===== src/rtl/twofish_block_loader.sv =====
// Twofish input stage: packs a 32-bit key/plaintext word stream into 128-bit blocks paired with the active key.
// Optional build macro TWOFISH_LOADER_BSWAP_EN byte-reverses every incoming word before it is stored.
module twofish_block_loader (
  input  logic         clk,
  input  logic         rst_n,
  input  logic         s_valid,
  output logic         s_ready,
  input  logic         s_kind,
  input  logic [31:0]  s_data,
  output logic         m_valid,
  input  logic         m_ready,
  output logic [127:0] m_text,
  output logic [127:0] m_key,
  output logic         key_valid,
  output logic         err
);
  // Handshakes: a transfer happens on a rising edge where valid && ready are both high;
  // valid never depends on ready, and m_text/m_key hold steady while m_valid is high.

  typedef enum logic [1:0] {ST_EMPTY, ST_PARTIAL, ST_FULL} state_t;

  localparam logic KIND_KEY = 1'b1;

  state_t         state_q, state_d;
  logic [127:0]   asm_buf_q, asm_buf_d;
  logic [2:0]     asm_cnt_q, asm_cnt_d;
  logic           asm_kind_q, asm_kind_d;
  logic [127:0]   key_q, key_d;
  logic           key_valid_q, key_valid_d;
  logic           m_valid_q, m_valid_d;
  logic [127:0]   m_text_q, m_text_d;
  logic [127:0]   m_key_q, m_key_d;
  logic           err_q, err_d;

  logic           hs;
  logic [31:0]    word_in;
  logic [127:0]   block;
  logic           slot_free;

  function automatic logic [31:0] prep_word(input logic [31:0] w);
`ifdef TWOFISH_LOADER_BSWAP_EN
    prep_word = {w[7:0], w[15:8], w[23:16], w[31:24]};
`else
    prep_word = w;
`endif
  endfunction

  // State register
  always_ff @(posedge clk or negedge rst_n) begin
    if (!rst_n) begin
      state_q     <= ST_EMPTY;
      asm_buf_q   <= '0;
      asm_cnt_q   <= '0;
      asm_kind_q  <= 1'b0;
      key_q       <= '0;
      key_valid_q <= 1'b0;
      m_valid_q   <= 1'b0;
      m_text_q    <= '0;
      m_key_q     <= '0;
      err_q       <= 1'b0;
    end else begin
      state_q     <= state_d;
      asm_buf_q   <= asm_buf_d;
      asm_cnt_q   <= asm_cnt_d;
      asm_kind_q  <= asm_kind_d;
      key_q       <= key_d;
      key_valid_q <= key_valid_d;
      m_valid_q   <= m_valid_d;
      m_text_q    <= m_text_d;
      m_key_q     <= m_key_d;
      err_q       <= err_d;
    end
  end

  // Next-state and datapath
  always_comb begin
    hs          = s_valid && s_ready;
    word_in     = prep_word(s_data);
    block       = {asm_buf_q[127:32], word_in};
    slot_free   = !m_valid_q || m_ready;

    state_d     = state_q;
    asm_buf_d   = asm_buf_q;
    asm_cnt_d   = asm_cnt_q;
    asm_kind_d  = asm_kind_q;
    key_d       = key_q;
    key_valid_d = key_valid_q;
    m_valid_d   = m_valid_q && !m_ready;
    m_text_d    = m_text_q;
    m_key_d     = m_key_q;
    err_d       = 1'b0;

    case (state_q)
      ST_EMPTY: begin
        if (hs) begin
          asm_buf_d  = {word_in, 96'd0};
          asm_cnt_d  = 3'd1;
          asm_kind_d = s_kind;
          state_d    = ST_PARTIAL;
        end
      end
      ST_PARTIAL: begin
        if (hs) begin
          if (s_kind != asm_kind_q) begin
            // Kind switch mid-group: drop what was gathered and restart with this word.
            err_d      = 1'b1;
            asm_buf_d  = {word_in, 96'd0};
            asm_cnt_d  = 3'd1;
            asm_kind_d = s_kind;
          end else if (asm_cnt_q == 3'd3) begin
            asm_cnt_d = 3'd0;
            state_d   = ST_EMPTY;
            if (asm_kind_q == KIND_KEY) begin
              key_d       = block;
              key_valid_d = 1'b1;
            end else if (!key_valid_q) begin
              err_d = 1'b1;
            end else if (slot_free) begin
              m_text_d  = block;
              m_key_d   = key_q;
              m_valid_d = 1'b1;
            end else begin
              asm_buf_d = block;
              asm_cnt_d = 3'd4;
              state_d   = ST_FULL;
            end
          end else begin
            case (asm_cnt_q)
              3'd1:    asm_buf_d[95:64] = word_in;
              default: asm_buf_d[63:32] = word_in;
            endcase
            asm_cnt_d = asm_cnt_q + 3'd1;
          end
        end
      end
      ST_FULL: begin
        // Input is stalled here, so key_q is still the key that was active when the block completed.
        if (m_valid_q && m_ready) begin
          m_text_d  = asm_buf_q;
          m_key_d   = key_q;
          m_valid_d = 1'b1;
          asm_cnt_d = 3'd0;
          state_d   = ST_EMPTY;
        end
      end
      default: begin
        state_d   = ST_EMPTY;
        asm_cnt_d = 3'd0;
      end
    endcase
  end

  // Outputs
  always_comb begin
    s_ready   = (state_q != ST_FULL);
    m_valid   = m_valid_q;
    m_text    = m_text_q;
    m_key     = m_key_q;
    key_valid = key_valid_q;
    err       = err_q;
  end

endmodule


===== config.mk =====
export PLATFORM = sky130hd
export DESIGN_NAME = twofish_block_loader
export DESIGN_NICKNAME = d
export VERILOG_FILES = /design/src/rtl/twofish_block_loader.sv
export SDC_FILE = /design/constraint.sdc
export NUM_CORES = 1
export LEC_CHECK = 0
export BUFFER_PORTS_ARGS = -buffer_cell sky130_fd_sc_hd__buf_2
export CAP_MARGIN = 20
export CORE_MARGIN = 2
export CORE_UTILIZATION = 44
export CTS_CLUSTER_SIZE = 10
export DETAILED_ROUTE_END_ITERATION = 10
export GPL_TIMING_DRIVEN = 1
export PLACE_DENSITY_LB_ADDON = 0.1
export SLEW_MARGIN = 20
export SYNTH_ARGS = -nofsm -noshare
export SYNTH_HDL_FRONTEND = slang
export SYNTH_SLANG_ARGS = --single-unit

===== constraint.sdc =====
create_clock -name clk -period 2.5 [get_ports clk]
set_input_delay 0.5 -clock clk [delete_from_list [all_inputs] [get_ports clk]]
set_output_delay 0.5 -clock clk [all_outputs]
set_load 0.05 [all_outputs]

==> impl_results.md, run 1 <==
- Die width: 217 microns
- Setup tns final: 0 ns
- Worst-path clk slew: 0.06 ns
- Vias in the first global route: 11913
- Largest net degree at the start of global routing: 73
- Fin. max-slew vios: 0
- H-Tree Depth: 2
- Routed Antenna Nets: 0
- Fmax: 419 MHz
- Worst EP required: 2.97 ns
- Final WS setup: 0.113 ns
- Critical Path Sink Type: flop
- Sequential element share of the synthesized area: 65.4%
- Hold EP: asm_kind_q$_DFFE_PN0P_
- Crit path DAT: 2.86 ns
- Headroom to the max-slew limit: 65.3%
- Post-Synthesis Cells: 1300
- 1st-iter DRT viols: 607
- Metal2 WL: 20200 microns
- Clock skew: 0.0215 ns
- Via count: 11562
- Highest routed layer: met4
- Crit path launch: state_q[0]$_DFFE_PN0P_
- Synth Cell Area: 19900 sq um
- P_leak: 12.6 nW
- Residual DRC: 0
- Top_reg_cell synth: dfrtp_1
- CTS Root Cell: clkbuf_16
- R2R Path Start: state_q[0]$_DFFE_PN0P_
- Post-synthesis area per instance: 15.3 sq um
- FFs w/ async S/R, synth: 100%
- Reg2Reg Depth: 8
- Type of origin of the critical path: flop
- Top cell type's share of synthesized area: 65.4%
- Post-layout instance area: 24100 sq um
- Slowest-stage cell, CP: mux2_2
- Max Cap Violations: 0
- Ys Warns: 0
- Share of cells above drive strength 1: 46.9%
- R2r endpoint: m_text[50]$_DFFE_PN0P_
- Reg2reg setup slack: 0.11 ns
- Clock sinks: 521
- Unrepaired setup endpoints after global routing: false
- Core ar.: 45100 sq um
- Post-Route M1 WL: 22100 microns
- CTS buffer count: 58
- Syn nets: 1343
- Fill count: 3946
- Routed WL: 45800 microns
- Crit path kind: flop to flop
- Worst path max stage delay: 0.39 ns
- Hold Crit Class: primary input to flop
- Num rows: 78
- WHS Path Cells: 2
- Critical path, cell by cell: inv_1 -> ha_2 -> buf_6 -> a21bo_2 -> o211ai_2 -> a21oi_4 -> clkbuf_16 -> mux2_2
- CP Max Fanout: 72
- Critical hold path startpoint: s_kind
- Skew-Pair Late Insertion Delay: 0.60 ns
- Gr usage total: 19.8%
- Layout overhead on the synthesized area: 20.8%
- Commonest cells after routing, fill and taps aside: 521 x dfrtp_1, 347 x mux2_2, 295 x buf_2
- DP HPWL: 31300 microns
- Bufs on Longest Clock Path: 3
- Critical path depth: 8
- Top cells by area, synth: dfrtp_1 65%, mux2_2 20%, mux2_1 5.8%, nand2_1 1.9%, a32o_1 1.6%
- DP Worst Slack: 0.0165 ns
- Routed vias/inst: 5.14
- Hold_ws: 0.168 ns
- Max VDD drop: 0.578 mV
- Final setup fails: 0
- Drt pass-1 iters: 4
- Worst slew pin tran: 0.515 ns
- Crit path max-delay family: buffers and inverters
- Area leader, netlist: dfrtp_1
- Die area: 47000 sq um
- #FFs+latches synth: 521
- Yosys cell types: 38
- GRT overflow: 0
- Final Hold Viols: 0
- WL per Instance: 20.4 microns
- Tot Pwr: 27.7 mW
- PortBufs: 296
- Met3 WL: 2610 microns
- Post-layout nets: 1679
- DP Area: 22500 sq um
- IO Count: 297
- Routability cong.: 0.794
- Die Y: 217 microns
- Worst path buffer plus inverter count: 3
- Minimum clock period: 2.39 ns
- Most common library cell in the layout ignoring fill and taps: dfrtp_1
- Global-route wire length before repair: 72000 microns
- Post-synth EDFFs: 0
- Status: complete, no violations
- Initial antenna violation count: 2
- TritonCTS clock tree: yes
- Period utilisation layout: 95.5%
- Initial Util: 44.2%
- Pwr/cell area: 1150 nW/um^2
[per-stage QoR]
| step | util (%) | instances |
|---|---|---|
| 2_1_floorplan | - | 1300 |
| 3_3_place_gp | 49.9 | 2171 |
| 3_5_place_dp | 49.9 | 2171 |
| 4_1_cts | 53.4 | 2242 |
| 5_1_grt | 53.4 | 2247 |
| 6_report | 53.5 | 2248 |
[repair_timing]
action,CTS,global route
resized for setup,0,2
hold buffers,1,0
setup endpoints to repair,0,71
endpoints found under the hold margin,38,0
buffers inserted,0,4
[cell usage after synthesis, types with 2 or more instances]
cell type and instances:
dfrtp_1 521, mux2_2 347, mux2_1 102, nand2_1 101
o21ai_0 36, a32o_1 32, buf_2 32, o21ai_1 32
buf_4 25, clkbuf_1 19, ha_1 6, a21oi_1 5
inv_1 5, nand2b_1 4, nor2_1 4, nor2b_1 4
nand3_1 2, nor4bb_1 2, o41ai_1 2
[worst max path at each step]
stage                             endpoint
floorplan           m_key[104]$_DFFE_PN0P_
global placement     m_key[52]$_DFFE_PN0P_
detailed placement   m_key[65]$_DFFE_PN0P_
CTS                                s_ready
global route         m_key[65]$_DFFE_PN0P_
finish              m_text[50]$_DFFE_PN0P_
[state kept, by name, summed over array words and instances, names as in the netlist, 2 cells and up]
register and cells:
key_q 128, state_q 2, asm_cnt_q 3, m_key 128
m_text 128, asm_buf_q 128
[logic make-up after synthesis]
family                   share of synthesized area [%]
AO/OA/AOI/OAI                                     3.98
adder cells (fa/ha/maj)                          0.376
buffers and inverters                             2.27
flip-flops                                        65.4
multiplexers                                      25.4
AND/OR/NAND/NOR                                   2.60
[power breakdown]
part	internal, mW	switching, mW	total [mW]
clock	4.28	3.11	7.39
sequential	10.7	1.43	12.1
combinational	2.65	5.58	8.23
total	17.6	10.1	27.7
[per-layer routing]
| metal | global-route usage (%) | vias up |
|---|---|---|
| li1 | - | 5280 |
| met3 | 5.07 | 61 |
| met1 | 29.6 | 5994 |
| met2 | 28.7 | 227 |
| met5 | 0 | - |
| met4 | 5.18 | 0 |
[layout make-up]
type	instances	area, sq um	area share [%]
diodes	2	5.00	0.0208
multi-input cells	696	6500	27.0
flip-flops and latches	521	13000	54.1
repair buffers	354	2230	9.24
inverters	5	18.8	0.0779
well taps	600	751	3.11
clock buffers	70	1560	6.47
Note: power is estimated with default switching activity, not from simulation.
==> inputs of run 2 (changes only) <==
--- a/config.mk
+++ b/config.mk
@@ -5,7 +5,7 @@
 export SDC_FILE = /design/constraint.sdc
 export NUM_CORES = 1
 export LEC_CHECK = 0
-export BUFFER_PORTS_ARGS = -buffer_cell sky130_fd_sc_hd__buf_2
+export BUFFER_PORTS_ARGS = -buffer_cell sky130_fd_sc_hd__buf_4
 export CAP_MARGIN = 20
 export CORE_MARGIN = 2
 export CORE_UTILIZATION = 44
==> impl_results.md, run 2 (synthesis gave the netlist of run 1 again) <==
- TritonCTS clock tree: yes (unchanged)
- Crit path DAT: 2.87 ns (was 2.86 ns)
- Max VDD drop: 0.654 mV (was 0.578 mV)
- Largest net degree at the start of global routing: 72 (was 73)
- Gr usage total: 19.8% (about the same)
- Worst slew pin tran: 0.590 ns (was 0.515 ns)
- Final Hold Viols: 0 (unchanged)
- Fill count: 3862 (was 3946)
- Worst-path clk slew: 0.06 ns (about the same)
- Critical path, cell by cell: inv_1 -> ha_2 -> and4bb_1 -> o211ai_2 -> a21oi_4 -> buf_12 -> mux2_2 (was inv_1 -> ha_2 -> buf_6 -> a21bo_2 -> o211ai_2 -> a21oi_4 -> clkbuf_16 -> mux2_2)
- Core ar.: 45100 sq um (unchanged)
- Die width: 217 microns (unchanged)
- Layout overhead on the synthesized area: 24.1% (was 20.8%)
- PortBufs: 296 (unchanged)
- Worst path max stage delay: 0.39 ns (about the same)
- Fin. max-slew vios: 0 (unchanged)
- Bufs on Longest Clock Path: 3 (unchanged)
- Clock sinks: 521 (unchanged)
- IO Count: 297 (unchanged)
- Minimum clock period: 2.39 ns (about the same)
- Final setup fails: 0 (unchanged)
- Initial Util: 44.2% (unchanged)
- Via count: 11517 (was 11562)
- Setup tns final: 0 ns (unchanged)
- Commonest cells after routing, fill and taps aside: 521 x dfrtp_1, 347 x mux2_2, 325 x buf_4 (was 521 x dfrtp_1, 347 x mux2_2, 295 x buf_2)
- Worst EP required: 2.98 ns (was 2.97 ns)
- Die area: 47000 sq um (unchanged)
- Routed WL: 45700 microns (was 45800 microns)
- Initial antenna violation count: 0 (was 2)
- 1st-iter DRT viols: 635 (was 607)
- P_leak: 12.6 nW (about the same)
- Fmax: 418 MHz (was 419 MHz)
- Hold Crit Class: primary input to flop (unchanged)
- GRT overflow: 0 (unchanged)
- Unrepaired setup endpoints after global routing: false (unchanged)
- Critical Path Sink Type: flop (unchanged)
- Final WS setup: 0.108 ns (was 0.113 ns)
- Clock skew: 0.0241 ns (was 0.0215 ns)
- Routed vias/inst: 5.14 (about the same)
- Skew-Pair Late Insertion Delay: 0.60 ns (about the same)
- Global-route wire length before repair: 72100 microns (was 72000 microns)
- DP Worst Slack: 0.0534 ns (was 0.0165 ns)
- Residual DRC: 0 (unchanged)
- Routed Antenna Nets: 0 (unchanged)
- H-Tree Depth: 2 (unchanged)
- Routability cong.: 0.785 (was 0.794)
- Pwr/cell area: 1140 nW/um^2 (was 1150 nW/um^2)
- Slowest-stage cell, CP: mux2_2 (unchanged)
- Max Cap Violations: 0 (unchanged)
- Final core utilization: 54.9% (was 53.5%)
- Num rows: 78 (unchanged)
- CP Max Fanout: 68 (was 72)
- Status: complete, no violations (unchanged)
- Share of cells above drive strength 1: 46.9% (about the same)
- Post-layout nets: 1673 (was 1679)
- Vias in the first global route: 11885 (was 11913)
- Drt pass-1 iters: 4 (unchanged)
- Register area: 13000 sq um (unchanged)
- CTS Root Cell: clkbuf_16 (unchanged)
- Crit path kind: flop to flop (unchanged)
- Period utilisation layout: 95.7% (was 95.5%)
- DP HPWL: 31200 microns (was 31300 microns)
- Headroom to the max-slew limit: 60.3% (was 65.3%)
- Die Y: 217 microns (unchanged)
- Type of origin of the critical path: flop (unchanged)
- Most common library cell in the layout ignoring fill and taps: dfrtp_1 (unchanged)
- WL per Instance: 20.4 microns (about the same)
- CTS buffer count: 58 (unchanged)
- Area of the multi-input gates: 6510 sq um (was 6500 sq um)
-- run 2: cell count changes in the layout (fill, tap and decap cells not counted), sizes merged --
cell,delta
buf,-5
diode,-1
clkbuf,-2
-- run 2: repair_timing --
item / in CTS / in global routing
gates resized for setup: 0 / 2
setup endpoints to repair: 0 / 43
endpoints found under the hold margin: 38 / 0
hold buffers: 1 / 0
setup buffers: 0 / 1
-- run 2: layer usage --
layer	up-vias	routed length (microns)	track usage, %
li1	5246	-	-
met1	5963	21700	29.1
met2	244	20500	29.5
met3	64	2640	4.70
met4	0	908	5.73
met5	-	0	0
-- run 2: path summary, 6_finish.rpt --
kind                                        startpoint                    endpoint  slack, ns  depth (start not counted)
worst max-delay path            state_q[0]$_DFFE_PN0P_       m_key[12]$_DFFE_PN0P_       0.11                          7
worst min register to register   key_q[91]$_DFFE_PN0P_       m_key[91]$_DFFE_PN0P_       0.48                          1
min in group asynchronous                        rst_n  asm_buf_q[112]$_DFFE_PN0P_       0.44                          2
worst min-delay path                            s_kind      asm_kind_q$_DFFE_PN0P_       0.17                          2
max in group asynchronous                        rst_n   asm_buf_q[70]$_DFFE_PN0P_       1.23                          3
worst max register to register  state_q[0]$_DFFE_PN0P_       m_key[12]$_DFFE_PN0P_       0.11                          7
-- run 2: cell type report --
| cell class | instances | area share (%) |
|---|---|---|
| repair buffers | 348 | 11.6 |
| flip-flops and latches | 521 | 52.7 |
| multi-input cells | 696 | 26.3 |
| diodes | 1 | 0.0101 |
| clock buffers | 69 | 6.33 |
| inverters | 5 | 0.0758 |
| well taps | 600 | 3.03 |
-- run 2: where the power goes --
part	internal (mW)	switching (mW)
Combinational	3.13	5.55
Clock	4.30	3.08
Sequential	10.7	1.48
-- run 2: critical path: cells and delay by family, from the launching register on --
kind                     cells  cell delay (ns)
buffers and inverters        2             0.44
AO/OA/AOI/OAI                2             0.42
multiplexers                 1             0.39
AND/OR/NAND/NOR              1             0.36
flip-flops                   1             0.35
adder cells (fa/ha/maj)      1             0.23
-- run 2: through the flow --
stage | cell area, sq um | hold slack, ns | power [mW] | instances
final | 24800 | 0.168 | 28.2 | 2240
after detailed placement | 23200 | 0.473 | 21.1 | 2168
after global routing | 24800 | 0.146 | 29.7 | 2239
after global placement | 23200 | 0.467 | 20.9 | 2168
after CTS | 24700 | 0.117 | 28.6 | 2238
after floorplan | 19900 | 0.204 | 17.7 | 1300
